==> config.mk <==
export PLATFORM = sky130hd
export DESIGN_NAME = match_scoreboard
export DESIGN_NICKNAME = d
export VERILOG_FILES = /design/src/rtl/match_scoreboard_pkg.sv /design/src/rtl/match_scoreboard_cand_next_sel.sv /design/src/rtl/match_scoreboard.sv
export SDC_FILE = /design/constraint.sdc
export NUM_CORES = 1
export LEC_CHECK = 0
export BUFFER_PORTS_ARGS = -buffer_cell sky130_fd_sc_hd__buf_2
export CAP_MARGIN = 0
export CORE_UTILIZATION = 29
export CTS_CLUSTER_SIZE = 14
export DETAILED_ROUTE_END_ITERATION = 10
export GPL_ROUTABILITY_DRIVEN = 0
export SYNTH_ARGS = -nofsm -noshare
export SYNTH_HDL_FRONTEND = slang
export SYNTH_SLANG_ARGS = --single-unit
==> constraint.sdc <==
create_clock -name clk -period 3.3 [get_ports clk]
set_input_delay 0.66 -clock clk [delete_from_list [all_inputs] [get_ports clk]]
set_output_delay 0.66 -clock clk [all_outputs]
set_load 0.01 [all_outputs]
==> src/rtl/match_scoreboard_pkg.sv <==
// Shared definitions for the match scoreboard: default widths and issue FSM states.
// These defaults stand in for the ADDR_WIDTH, MAX_MATCH_LEN_LOG2 and
// MATCH_SB_CAND_NUM settings used across the match PE pipeline.
package match_scoreboard_pkg;

    localparam int DEF_ADDR_WIDTH         = 16;
    localparam int DEF_MAX_MATCH_LEN_LOG2 = 5;
    localparam int DEF_MATCH_SB_CAND_NUM  = 4;
    localparam int DEF_ENTRY_INDEX        = 2;

    typedef enum logic {
        ST_IDLE  = 1'b0,
        ST_ISSUE = 1'b1
    } issue_state_e;

endpackage

==> src/rtl/match_scoreboard_cand_next_sel.sv <==
// cand_next_sel: finds the lowest set mask bit strictly above the current index.
// 'none' is raised when no such bit exists; next_idx is then 0.
module cand_next_sel #(
    parameter int CAND_NUM = 4,
    parameter int CW       = $clog2(CAND_NUM)
) (
    input  logic [CAND_NUM-1:0] mask,
    input  logic [CW-1:0]       cur,
    output logic [CW-1:0]       next_idx,
    output logic                none
);

    // Scan from the top down so the lowest qualifying bit is the last one written
    always_comb begin
        next_idx = '0;
        none     = 1'b1;
        for (int c = CAND_NUM - 1; c >= 0; c--) begin
            if (mask[c] && (c > int'(cur))) begin
                next_idx = CW'(c);
                none     = 1'b0;
            end
        end
    end

endmodule

==> src/rtl/match_scoreboard.sv <==
// match_scoreboard: issues match job candidates to the PE, collects returned
// lengths per scoreboard entry and retires jobs in acceptance order.
// Optional feature macro: MATCH_SB_STATS_EN adds o_stat_jobs / o_stat_zero counters.
module match_scoreboard
    import match_scoreboard_pkg::*;
#(
    parameter int SCOREBOARD_ENTRY_INDEX = DEF_ENTRY_INDEX,
    parameter int CAND_NUM               = DEF_MATCH_SB_CAND_NUM,
    parameter int ADDR_WIDTH             = DEF_ADDR_WIDTH,
    parameter int MAX_MATCH_LEN_LOG2     = DEF_MAX_MATCH_LEN_LOG2,
    localparam int CW      = $clog2(CAND_NUM),
    localparam int IW      = SCOREBOARD_ENTRY_INDEX,
    localparam int ENTRIES = 2 ** SCOREBOARD_ENTRY_INDEX,
    localparam int LW      = MAX_MATCH_LEN_LOG2 + 1
) (
    input  logic                         clk,
    input  logic                         rst_n,
    input  logic                         i_job_valid,
    output logic                         o_job_ready,
    input  logic [ADDR_WIDTH-1:0]        i_job_head_addr,
    input  logic [CAND_NUM*ADDR_WIDTH-1:0] i_job_hist_addr,
    input  logic [CAND_NUM-1:0]          i_job_hist_mask,
    output logic                         o_pe_valid,
    output logic                         o_pe_last,
    output logic [IW-1:0]                o_pe_idx,
    output logic [ADDR_WIDTH-1:0]        o_pe_head_addr,
    output logic [ADDR_WIDTH-1:0]        o_pe_history_addr,
    input  logic                         i_pe_valid,
    input  logic                         i_pe_last,
    input  logic [IW-1:0]                i_pe_idx,
    input  logic [LW-1:0]                i_pe_match_len,
    output logic                         o_res_valid,
    input  logic                         i_res_ready,
    output logic [LW-1:0]                o_res_match_len,
    output logic [CW-1:0]                o_res_cand,
`ifdef MATCH_SB_STATS_EN
    output logic [ADDR_WIDTH-1:0]        o_res_hist_addr,
    output logic [31:0]                  o_stat_jobs,
    output logic [31:0]                  o_stat_zero
`else
    output logic [ADDR_WIDTH-1:0]        o_res_hist_addr
`endif
);

    // Per-entry job state
    logic [ADDR_WIDTH-1:0]          head_q [ENTRIES];
    logic [ADDR_WIDTH-1:0]          head_d [ENTRIES];
    logic [CAND_NUM*ADDR_WIDTH-1:0] hist_q [ENTRIES];
    logic [CAND_NUM*ADDR_WIDTH-1:0] hist_d [ENTRIES];
    logic [CAND_NUM-1:0]            mask_q [ENTRIES];
    logic [CAND_NUM-1:0]            mask_d [ENTRIES];
    logic [LW-1:0]                  best_len_q [ENTRIES];
    logic [LW-1:0]                  best_len_d [ENTRIES];
    logic [CW-1:0]                  best_cand_q [ENTRIES];
    logic [CW-1:0]                  best_cand_d [ENTRIES];
    logic [CW-1:0]                  res_cur_q [ENTRIES];
    logic [CW-1:0]                  res_cur_d [ENTRIES];
    logic [ENTRIES-1:0]             done_q, done_d;
    logic [ENTRIES-1:0]             alloc_q, alloc_d;

    // Pointers and occupancy
    logic [IW-1:0] alloc_ptr_q, alloc_ptr_d;
    logic [IW-1:0] ret_ptr_q, ret_ptr_d;
    logic [IW:0]   count_q, count_d;

    // Issue FSM and registered PE request
    issue_state_e          state_q, state_d;
    logic [IW-1:0]         iss_idx_q, iss_idx_d;
    logic [CW-1:0]         iss_cur_q, iss_cur_d;
    logic                  pe_valid_q, pe_valid_d;
    logic                  pe_last_q, pe_last_d;
    logic [IW-1:0]         pe_idx_q, pe_idx_d;
    logic [ADDR_WIDTH-1:0] pe_head_q, pe_head_d;
    logic [ADDR_WIDTH-1:0] pe_hist_q, pe_hist_d;

    // Handshake and cursor helpers
    logic          accept;
    logic          retire;
    logic          res_hit;
    logic          job_mask_empty;
    logic [CW-1:0] low_idx;
    logic          low_none;
    logic [CW-1:0] first_idx;
    logic [CW-1:0] after_first_idx;
    logic          after_first_none;
    logic [CW-1:0] nxt_idx;
    logic          nxt_none;
    logic [CW-1:0] nxt2_idx;
    logic          nxt2_none;
    logic [CW-1:0] res_next_idx;
    logic          res_next_none;
    logic [CAND_NUM*ADDR_WIDTH-1:0] ret_hist;
    logic          unused_sel;

    // Lowest set bit of the incoming mask (bit 0 is checked directly)
    cand_next_sel #(.CAND_NUM(CAND_NUM), .CW(CW)) u_sel_low (
        .mask     (i_job_hist_mask),
        .cur      ('0),
        .next_idx (low_idx),
        .none     (low_none)
    );

    assign job_mask_empty = !i_job_hist_mask[0] && low_none;
    assign first_idx      = i_job_hist_mask[0] ? '0 : low_idx;

    // Whether the first candidate of an incoming job is also its last
    cand_next_sel #(.CAND_NUM(CAND_NUM), .CW(CW)) u_sel_after_first (
        .mask     (i_job_hist_mask),
        .cur      (first_idx),
        .next_idx (after_first_idx),
        .none     (after_first_none)
    );

    // Next candidate of the job currently being issued
    cand_next_sel #(.CAND_NUM(CAND_NUM), .CW(CW)) u_sel_issue (
        .mask     (mask_q[iss_idx_q]),
        .cur      (iss_cur_q),
        .next_idx (nxt_idx),
        .none     (nxt_none)
    );

    // Lookahead: is the next issued candidate the highest set bit
    cand_next_sel #(.CAND_NUM(CAND_NUM), .CW(CW)) u_sel_issue_last (
        .mask     (mask_q[iss_idx_q]),
        .cur      (nxt_idx),
        .next_idx (nxt2_idx),
        .none     (nxt2_none)
    );

    // Result cursor advance for the entry named by the incoming PE result
    cand_next_sel #(.CAND_NUM(CAND_NUM), .CW(CW)) u_sel_result (
        .mask     (mask_q[i_pe_idx]),
        .cur      (res_cur_q[i_pe_idx]),
        .next_idx (res_next_idx),
        .none     (res_next_none)
    );

    assign unused_sel = ^{after_first_idx, nxt2_idx};

    // Ready depends only on registered state; full blocks ready even during a retire
    always_comb begin
        o_job_ready = (state_q == ST_IDLE) && (count_q < (IW+1)'(ENTRIES));
        accept      = i_job_valid && o_job_ready;
    end

    // Issue FSM: load the first candidate on accept, then walk the mask one per cycle
    always_comb begin
        state_d    = state_q;
        iss_idx_d  = iss_idx_q;
        iss_cur_d  = iss_cur_q;
        pe_valid_d = 1'b0;
        pe_last_d  = 1'b0;
        pe_idx_d   = pe_idx_q;
        pe_head_d  = pe_head_q;
        pe_hist_d  = pe_hist_q;
        case (state_q)
            ST_IDLE: begin
                if (accept && !job_mask_empty) begin
                    state_d    = ST_ISSUE;
                    iss_idx_d  = alloc_ptr_q;
                    iss_cur_d  = first_idx;
                    pe_valid_d = 1'b1;
                    pe_last_d  = after_first_none;
                    pe_idx_d   = alloc_ptr_q;
                    pe_head_d  = i_job_head_addr;
                    pe_hist_d  = i_job_hist_addr[first_idx*ADDR_WIDTH +: ADDR_WIDTH];
                end
            end
            ST_ISSUE: begin
                if (pe_last_q || nxt_none) begin
                    state_d = ST_IDLE;
                end else begin
                    iss_cur_d  = nxt_idx;
                    pe_valid_d = 1'b1;
                    pe_last_d  = nxt2_none;
                    pe_idx_d   = iss_idx_q;
                    pe_head_d  = head_q[iss_idx_q];
                    pe_hist_d  = hist_q[iss_idx_q][nxt_idx*ADDR_WIDTH +: ADDR_WIDTH];
                end
            end
            default: state_d = ST_IDLE;
        endcase
    end

    // Retirement view of the entry at the retire pointer
    always_comb begin
        ret_hist        = hist_q[ret_ptr_q];
        o_res_valid     = done_q[ret_ptr_q] && alloc_q[ret_ptr_q];
        o_res_match_len = best_len_q[ret_ptr_q];
        o_res_cand      = best_cand_q[ret_ptr_q];
        o_res_hist_addr = ret_hist[best_cand_q[ret_ptr_q]*ADDR_WIDTH +: ADDR_WIDTH];
        retire          = o_res_valid && i_res_ready;
        res_hit         = i_pe_valid && alloc_q[i_pe_idx];
    end

    // Entry updates: allocate on accept, absorb PE results, free on retire
    always_comb begin
        head_d      = head_q;
        hist_d      = hist_q;
        mask_d      = mask_q;
        best_len_d  = best_len_q;
        best_cand_d = best_cand_q;
        res_cur_d   = res_cur_q;
        done_d      = done_q;
        alloc_d     = alloc_q;
        alloc_ptr_d = alloc_ptr_q;
        ret_ptr_d   = ret_ptr_q;
        count_d     = count_q;

        if (accept) begin
            head_d[alloc_ptr_q]      = i_job_head_addr;
            hist_d[alloc_ptr_q]      = i_job_hist_addr;
            mask_d[alloc_ptr_q]      = i_job_hist_mask;
            best_len_d[alloc_ptr_q]  = '0;
            best_cand_d[alloc_ptr_q] = '0;
            res_cur_d[alloc_ptr_q]   = first_idx;
            done_d[alloc_ptr_q]      = job_mask_empty;
            alloc_d[alloc_ptr_q]     = 1'b1;
            alloc_ptr_d              = alloc_ptr_q + IW'(1);
        end

        if (res_hit) begin
            if (i_pe_match_len > best_len_q[i_pe_idx]) begin
                best_len_d[i_pe_idx]  = i_pe_match_len;
                best_cand_d[i_pe_idx] = res_cur_q[i_pe_idx];
            end
            if (!res_next_none) begin
                res_cur_d[i_pe_idx] = res_next_idx;
            end
            if (i_pe_last) begin
                done_d[i_pe_idx] = 1'b1;
            end
        end

        if (retire) begin
            alloc_d[ret_ptr_q] = 1'b0;
            done_d[ret_ptr_q]  = 1'b0;
            ret_ptr_d          = ret_ptr_q + IW'(1);
        end

        case ({accept, retire})
            2'b10:   count_d = count_q + (IW+1)'(1);
            2'b01:   count_d = count_q - (IW+1)'(1);
            default: count_d = count_q;
        endcase
    end

    // State register for the FSM, pointers, PE request and entry storage
    always_ff @(posedge clk or negedge rst_n) begin
        if (!rst_n) begin
            state_q     <= ST_IDLE;
            iss_idx_q   <= '0;
            iss_cur_q   <= '0;
            pe_valid_q  <= 1'b0;
            pe_last_q   <= 1'b0;
            pe_idx_q    <= '0;
            pe_head_q   <= '0;
            pe_hist_q   <= '0;
            alloc_ptr_q <= '0;
            ret_ptr_q   <= '0;
            count_q     <= '0;
            done_q      <= '0;
            alloc_q     <= '0;
            for (int e = 0; e < ENTRIES; e++) begin
                head_q[e]      <= '0;
                hist_q[e]      <= '0;
                mask_q[e]      <= '0;
                best_len_q[e]  <= '0;
                best_cand_q[e] <= '0;
                res_cur_q[e]   <= '0;
            end
        end else begin
            state_q     <= state_d;
            iss_idx_q   <= iss_idx_d;
            iss_cur_q   <= iss_cur_d;
            pe_valid_q  <= pe_valid_d;
            pe_last_q   <= pe_last_d;
            pe_idx_q    <= pe_idx_d;
            pe_head_q   <= pe_head_d;
            pe_hist_q   <= pe_hist_d;
            alloc_ptr_q <= alloc_ptr_d;
            ret_ptr_q   <= ret_ptr_d;
            count_q     <= count_d;
            done_q      <= done_d;
            alloc_q     <= alloc_d;
            for (int e = 0; e < ENTRIES; e++) begin
                head_q[e]      <= head_d[e];
                hist_q[e]      <= hist_d[e];
                mask_q[e]      <= mask_d[e];
                best_len_q[e]  <= best_len_d[e];
                best_cand_q[e] <= best_cand_d[e];
                res_cur_q[e]   <= res_cur_d[e];
            end
        end
    end

    assign o_pe_valid        = pe_valid_q;
    assign o_pe_last         = pe_last_q;
    assign o_pe_idx          = pe_idx_q;
    assign o_pe_head_addr    = pe_head_q;
    assign o_pe_history_addr = pe_hist_q;

`ifdef MATCH_SB_STATS_EN
    logic [31:0] stat_jobs_q, stat_jobs_d;
    logic [31:0] stat_zero_q, stat_zero_d;

    // Count accepted jobs and retired jobs whose best length stayed zero
    always_comb begin
        stat_jobs_d = stat_jobs_q;
        stat_zero_d = stat_zero_q;
        if (accept) begin
            stat_jobs_d = stat_jobs_q + 32'd1;
        end
        if (retire && (o_res_match_len == '0)) begin
            stat_zero_d = stat_zero_q + 32'd1;
        end
    end

    // Statistic counter registers, wrapping naturally at 32 bits
    always_ff @(posedge clk or negedge rst_n) begin
        if (!rst_n) begin
            stat_jobs_q <= '0;
            stat_zero_q <= '0;
        end else begin
            stat_jobs_q <= stat_jobs_d;
            stat_zero_q <= stat_zero_d;
        end
    end

    assign o_stat_jobs = stat_jobs_q;
    assign o_stat_zero = stat_zero_q;
`endif

endmodule

==> results.md, run 1 <==
- The first-pass GRT wire length is 110 mm.
- The number of global-route vias before repair came to 17300.
- The total vias in the final route is 17200.
- Counting flops with a built-in enable in the synthesized netlist gives 0.
- The worst path buffer plus inverter count is 3.
- The total wirelength of the detailed-routed design is 72.3 mm.
- The minimum setup slack among reg-to-reg paths is 0.54 ns.
- The data arrival at the endpoint of the critical path is 3.06 ns.
- The setup TNS after final layout is -6.27 ns.
- The largest single stage delay on the critical path is 0.68 ns.
- The number of standard cells after synthesis is 2187.
- In this run the worst hold path is classified as input port to asynchronous set/reset pin.
- In the post-route analysis, the smallest setup slack over all paths is -0.419 ns.
- The layer with the highest usage after global routing is met2.
- The ratio of final minimum period to clock period is 1.13.
- Setup violations remaining at the end of the flow were counted as 16.
- For this design the static power due to leakage is 0.0125 uW.
- The actual slew at the worst max-slew pin is 1.08 ns.
- The worst slack after detailed placement is 0.00409 ns.
- The count of H-tree levels built during CTS is 2.
- The remaining design rule violation count is 0.
- IR analysis of the VDD net gives a maximum drop of 715 uV.
- The fraction of layout instances using a drive strength above 1 is 0.230.
- Subtracting the final worst setup slack from the clock period gives 3.72 ns.
- The critical path class is flop to output pin.
- In the final layout, the multi-input gates occupy 10900 um^2.
- The final cell count without fillers is 3340.
- The cell type group with the largest total delay on the critical path is multiplexers.
- Across every metal layer, demand over resource in global routing totals 0.185.
- For this design the total switching power over the nets is 11200 uW.
- Of the synthesized area, sequential elements account for 0.481.
- Summing every instance area after synthesis gives 22200 um^2.
- The pin count of the biggest net entering global routing is 85.
- In the final layout, flip-flops and latches occupy 10700 um^2.
- The x dimension of the die is 279 um.
- The per-cell via count in the routed design is 5.16.
- The starting density of the core is 0.293.
- The worst slew margin relative to its limit is 0.283.
- The average cell area after synthesis is 10.2 um^2.
- The average routed wire per standard cell is 21.6 um.
- Of the total power, the share spent switching nets is 0.393.
- The final-report max-slew violation count is 0.
- Power spread over the standard cell area amounts to 1090 nW/um^2.
- After floorplanning, the core was divided into 101 placement rows.
- The overall power is 28600 uW.
- The number of filler cells placed in the layout is 7518.
- The clock-pin slew on the worst setup and hold paths is 0.06 ns.
- In the layout the commonest cells are nand2_1 (1055), dfrtp_1 (422), mux4_2 (195).
- The count of different cell masters after synthesis is 54.
- The run finished, with violations left.
- The placeable core area is 75800 um^2.
- Setup repair after global routing could not meet its margin everywhere.
- Of the total power, registers draw 0.330.
- The number of nets in the synthesized netlist is 2301.
- In this run the count of I/O pins placed on the die edge is 160.
- After legalization and detailed placement, the total HPWL measured 46.1 mm.
- After synthesis the netlist holds a flip-flop and latch count of 427.
- The largest fanout on the critical path is 16.
- In the global route stage, met2 resource usage came out at 0.294.
- The highest achievable clock rate is 269 MHz.
- The cell count after placement is 3244.
- The DRC marker count from the first detailed-route iteration is 1506.
- The worst setup path is captured at an output pin.
- The library cell appearing most often on the critical path is mux4_2.
- The floorplan step defined a die boundary enclosing 77700 um^2.
- The area growth from synthesis to layout is 18.3%.
- The die span in y is 279 um.
- The number of antenna violations at the first check in global routing is 25.
- The Yosys step of the flow raised 0 warnings.
- Counting flops with an async set or reset pin after synthesis yields a share of 1.00.
- The count of TritonRoute iterations in the first routing pass is 7.
- The slowest stage of the critical path is the mux4_4 cell.
- For this run, the leading register cell type out of synthesis is dfrtp_1.
- The tool flagged a number of max-cap violations equal to 0.
- The most common library cell in the layout ignoring fill and taps is nand2_1.
- The TritonCTS clock tree is yes.
- The worst setup path is launched from a flop.
- The insertion delay to the later sink of the worst-skew pair is 0.61 ns.
- The total count of hold-check failures in the final report is 0.
- At the worst endpoint, the required time is 2.64 ns.
- Counting the buffers created by CTS gives 46.
- The number of I/O port buffers is 159.
- After global routing the overflow that remains totals 0.
- The part of the total power dissipated in the clock network is 0.192.
- The net count of the finished layout is 2436.
- The met3 routing resource usage after global routing is 0.0467.
- The final reports fail on negative setup slack.
- The longest clock path from root to sink contains 3 buffers.
- The count of nets left with antenna violations once routing finished came out at 0.
- Cell internal power was estimated by the tool at 17400 uW.
- The tree is rooted in a clkbuf_16.
- The signal on the critical path passes through mux4_4, buf_12, buf_6, mux4_2, mux4_2, buf_2.
- The combinational share of power is 0.479.
- The clock net in this run drives a total of 427 sinks.
- Clock skew on the completed layout was measured at 0.0232 ns.
- The met1 demand-to-capacity share in global routing is 0.247.
[metal layers]
layer  vias up  wire, um
met5         -       216
li1       7687         -
met1      8710     30000
met3       179      5890
met2       616     33800
met4        38      2260
[final timing paths]
check,start,end,depth (start not counted)
worst max-delay path,ret_ptr_q[0]$_DFFE_PN0N_,o_res_hist_addr[3],6
worst min-delay path,rst_n,best_len_q[22]$_DFF_PN0_,1
worst max register to register,best_len_q[1]$_DFF_PN0_,best_cand_q[2]$_DFF_PN0_,9
worst min register to register,head_q[20]$_DFFE_PN0P_,head_q[20]$_DFFE_PN0P_,2
max in group asynchronous,rst_n,hist_q[215]$_DFFE_PN0P_,2
min in group clk,i_job_head_addr[0],head_q[0]$_DFFE_PN0P_,3
[sequential cells by signal (all words and copies together) (netlist names), 2 cells and up]
name / count
hist_q: 256
head_q: 64
best_len_q: 24
o_pe_head_addr: 16
o_pe_history_addr: 16
mask_q: 12
best_cand_q: 8
res_cur_q: 8
alloc_q: 4
done_q: 4
count_q: 3
alloc_ptr_q: 2
iss_cur_q: 2
iss_idx_q: 2
o_pe_idx: 2
ret_ptr_q: 2
[stage by stage]
| stage | cell area [um^2] | hold slack (ns) | utilization |
|---|---|---|---|
| 2_1_floorplan | 22200 | 0.364 | - |
| 3_3_place_gp | 24500 | 0.453 | 0.323 |
| 3_5_place_dp | 24500 | 0.459 | 0.323 |
| 4_1_cts | 26100 | 0.112 | 0.344 |
| 5_1_grt | 26300 | 0.155 | 0.347 |
| 6_report | 26300 | 0.112 | 0.347 |
[synth_stat cells (all sizes together), types with 6 or more instances]
cell type | number | area (um^2)
o21ai | 34 | 170
o22ai | 34 | 219
and3 | 7 | 43.8
mux2i | 69 | 691
a22o | 17 | 149
mux4 | 196 | 4410
mux2 | 6 | 67.6
nand2 | 1059 | 3980
clkbuf | 89 | 334
dfrtp | 427 | 10700
nor2 | 63 | 239
a21oi | 29 | 164
buf | 60 | 287
ha | 15 | 188
inv | 23 | 86.3
nor2b | 6 | 40.0
[power groups by stage]
stage                     Sequential (uW)  Combinational (uW)  Clock, uW
final                                9440               13700       5490
after detailed placement             9470               13100          0
after floorplan                      8850                9290          0
after global placement               9470               12800          0
after global routing                 9730               14900       5770
after CTS                            9410               13100       5580
[cells by family (layout without fill, tap and decap cells)]
logic type / Yosys count / count (layout) / synth area share
AO/OA/AOI/OAI: 136 / 136 / 0.0421
XOR/XNOR: 6 / 6 / 0.00237
adder cells (fa/ha/maj): 16 / 16 / 0.00935
buffers and inverters: 172 / 342 / 0.0318
flip-flops: 427 / 427 / 0.481
multiplexers: 271 / 271 / 0.233
other: 0 / 5 / 0
AND/OR/NAND/NOR: 1159 / 1159 / 0.201
[worst register-to-register path, stage by stage (launching register included)]
cell and delay [ns]:
dfrtp_1 0.41, mux4_2 0.48, inv_1 0.07, ha_1 0.13
nor2b_1 0.14, o21a_1 0.11, o21a_1 0.10, o211ai_1 0.12
a21oi_1 0.85, mux2i_1 0.28
[cell type report]
type | count | area share
Timing Repair Buffer | 236 | 0.0680
Clock buffer | 58 | 0.0478
Multi-Input combinational cell | 1588 | 0.414
Inverter | 23 | 0.00328
Clock inverter | 25 | 0.0125
Tap cell | 978 | 0.0466
Sequential cell | 427 | 0.407
Antenna cell | 5 | 0.000476
[timing repair]
action | 4_1_cts | 5_1_grt
gates cloned | 0 | 6
hold buffers | 0 | 0
setup endpoints to repair | 16 | 16
gates resized for setup | 0 | 22
endpoints found under the hold margin | 0 | 0
setup buffers | 0 | 2
No activity file was read; power rests on OpenSTA's default activity.
==> run 2, diff against run 1 <==
--- a/config.mk
+++ b/config.mk
@@ -14,3 +14,4 @@
 export SYNTH_ARGS = -nofsm -noshare
 export SYNTH_HDL_FRONTEND = slang
 export SYNTH_SLANG_ARGS = --single-unit
+export TNS_END_PERCENT = 50
==> constraint.sdc (replaced) <==
create_clock -name clk -period 4.6 [get_ports clk]
set_input_delay 0.92 -clock clk [delete_from_list [all_inputs] [get_ports clk]]
set_output_delay 0.92 -clock clk [all_outputs]
set_load 0.01 [all_outputs]
==> run 2 against run 1 <==
The flow now finishes without violations. Core utilization decreased by 0.77 points. Sequential share of layout area is 0.92 points higher. Clock-buffer cell count grew 7. Sequential cell count unchanged. Cell count is 1.0% lower. First-iteration DRC count is 7.3% lower. Cell area fell by 2.2%. Clock skew increased by 0.024 ns. Sequential power decreased by 27%. Critical endpoint is now o_res_hist_addr[14]. Largest power group unchanged.
==> results.md, run 2 (same netlist as run 1, synthesis figures left out) <==
- Top library cells by usage in the layout, fill and taps aside: nand2_1 (1055), dfrtp_1 (422), mux4_2 (195) (unchanged).
- The setup TNS after final layout is 0 ns (was -6.27 ns).
- The library cell appearing most often on the critical path is mux4_2 (unchanged).
- The number of I/O port buffers is 159 (unchanged).
- The met1 demand-to-capacity share in global routing is 0.244 (was 0.247).
- The layer with the highest usage after global routing is met2 (unchanged).
- The number of buffers created by CTS is 46 (unchanged).
- Cell breakdown of the critical path: mux4_4, mux4_2, mux4_2, buf_2 (was mux4_4, buf_12, buf_6, mux4_2, mux4_2, buf_2).
- The most common library cell in the layout ignoring fill and taps is nand2_1 (unchanged).
- The post-CTS setup repair buffer count was 0 (unchanged).
- The pin count of the biggest net entering global routing came to 97 (was 85).
- The average routed wire per standard cell was 21.7 um (was 21.6 um).
- The x dimension of the die is 279 um (unchanged).
- The largest register by flop count was hist_q (unchanged).
- The count of TritonRoute iterations in the first routing pass is 5 (was 7).
- The kind of start point of the critical path is a flop (unchanged).
- The critical path class is flop to output pin (unchanged).
- The final cell count without fillers is 3305 (was 3340).
- The area after detailed placement is 24100 um^2 (was 24500 um^2).
- The slowest stage cell on the critical path is mux4_4 (unchanged).
- The final number of setup-violating endpoints came to 0 (was 16).
- The cell count after placement was 3213 (was 3244).
- The total power divided by cell area was 776 nW/um^2 (was 1090 nW/um^2).
- The starting density of the core is 0.293 (unchanged).
- The classification of the worst-slack hold path is input port to asynchronous set/reset pin (unchanged).
- The number of nets in the finished design is 2397 (was 2436).
- The worst slew margin relative to its limit is 0.240 (was 0.283).
- The number of global-route vias before repair is 17400 (was 17300).
- The clock-pin slew on the worst setup and hold paths came to 0.07 ns (was 0.06 ns).
- The largest fanout on the critical path was 65 (was 16).
- The area of all placed cells without fillers is 25700 um^2 (was 26300 um^2).
- The actual slew at the worst max-slew pin was 1.14 ns (was 1.08 ns).
- The flip-flop count of the largest register, all copies and words added is 256 (unchanged).
- The layout-stage area growth over the synthesis result is 15.7% (was 18.3%).
- The total vias in the final route is 17100 (was 17200).
- The DRC marker count from the first detailed-route iteration came to 1396 (was 1506).
- The die span in y was 279 um (unchanged).
- The met3 routing resource usage after global routing came to 0.0485 (was 0.0467).
- The clock sink total is 427 (unchanged).
- The full die area is 77700 um^2 (unchanged).
- The fraction of met2 tracks used by global routing came to 0.292 (was 0.294).
- The row count is 101 (unchanged).
- The count of H-tree levels built during CTS is 2 (unchanged).
- The placed wire-length estimate came to 44.1 mm (was 46.1 mm).
- The total leakage power is 0.0122 uW (was 0.0125 uW).
- The number of violations of the max-capacitance limit is 0 (unchanged).
- The total track usage came to 0.184 (was 0.185).
- The cts-stage hold buffer count is 0 (unchanged).
- The per-cell via count in the routed design is 5.18 (was 5.16).
- The delay of the slowest cell on the worst path is 1.13 ns (was 0.68 ns).
- The total count of hold-check failures in the final report is 0 (unchanged).
- The data required time at the worst endpoint is 3.68 ns (was 2.64 ns).
- The insertion delay to the later sink of the worst-skew pair is 0.61 ns (about the same).
- The I/O pin total is 160 (unchanged).
- The worst setup skew after layout is 0.0470 ns (was 0.0232 ns).
- The library cell used as clock root buffer was clkbuf_16 (unchanged).
- The worst slack after detailed placement was 0.875 ns (was 0.00409 ns).
- Biggest regs: hist_q x256, head_q x64, best_len_q x24 (unchanged).
- The peak supply drop is 740 uV (was 715 uV).
- The TritonCTS clock tree is yes (unchanged).
- The ratio of final minimum period to clock period is 0.953.
- The highest achievable clock rate is 228 MHz.
- The first-pass GRT wire length is 110 mm (about the same).
- Status: completed (was finished with violations).
- The placeable core area was 75800 um^2 (unchanged).
- The remaining antenna violation count came to 0 (unchanged).
- The post-CTS resize count was 0 (unchanged).
- The total wirelength of the detailed-routed design is 71.6 mm (was 72.3 mm).
- The final critical-path setup slack is 0.217 ns (was -0.419 ns).
- The final-report max-slew violation count is 0 (unchanged).
- The post-layout minimum cycle time is 4.38 ns.
- The cell type group with the largest total delay on the critical path is multiplexers (unchanged).
- The worst path buffer plus inverter count is 1 (was 3).
- The residual overflow from global routing is 0 (unchanged).
- The number of buffers between clock root and the deepest sink is 3 (unchanged).
- The number of antenna violations at the first check in global routing is 28 (was 25).
- The remaining design rule violation count came to 0 (unchanged).
- The data arrival at the endpoint of the critical path is 3.46 ns (was 3.06 ns).
- The endpoint kind of the worst setup timing path is an output pin (unchanged).
- The fraction of layout instances using a drive strength above 1 is 0.216 (was 0.230).
- Unrepaired setup endpoints after global routing: false (was true).
[run 2: final cells by class]
class	count	area, um^2
fill	7643	50100
multi-input combinational	1588	10900
sequential	427	10700
clock buffer	65	1330
tap	978	1220
timing repair buffer	197	1180
clock inverter	18	267
inverter	23	86.3
antenna	9	22.5
[run 2: metal layers]
metal | up-vias | part of all wire
met3 | 185 | 0.082
met5 | - | 0.0031
met2 | 625 | 0.46
met1 | 8661 | 0.42
met4 | 38 | 0.031
li1 | 7612 | -
[run 2: per-stage QoR]
stage	util	hold slack, ns	total power [uW]
2_1_floorplan	-	0.440	13000
3_3_place_gp	0.318	0.453	15800
3_5_place_dp	0.318	0.457	16000
4_1_cts	0.339	0.405	20000
5_1_grt	0.339	0.434	21100
6_report	0.339	0.392	20000
[run 2: final timing paths]
check	start	endpoint	slack (ns)	cells after the start
worst max-delay path	ret_ptr_q[0]$_DFFE_PN0N_	o_res_hist_addr[14]	0.22	4
worst min-delay path	rst_n	o_pe_head_addr[14]$_DFFE_PN0P_	0.39	1
worst max register to register	iss_idx_q[0]$_DFFE_PN0P_	o_pe_history_addr[2]$_DFFE_PN0P_	1.22	7
worst min register to register	head_q[18]$_DFFE_PN0P_	head_q[18]$_DFFE_PN0P_	0.47	2
max in group asynchronous	rst_n	alloc_q[3]$_DFF_PN0_	3.28	2
min in group clk	head_q[18]$_DFFE_PN0P_	head_q[18]$_DFFE_PN0P_	0.47	2
[run 2: report_power, final]
part / switching [uW] / total, uW / internal [uW]
combinational: 4870 / 9110 / 4250
clock: 1650 / 3970 / 2320
sequential: 1400 / 6870 / 5470
total: 7920 / 20000 / 12000
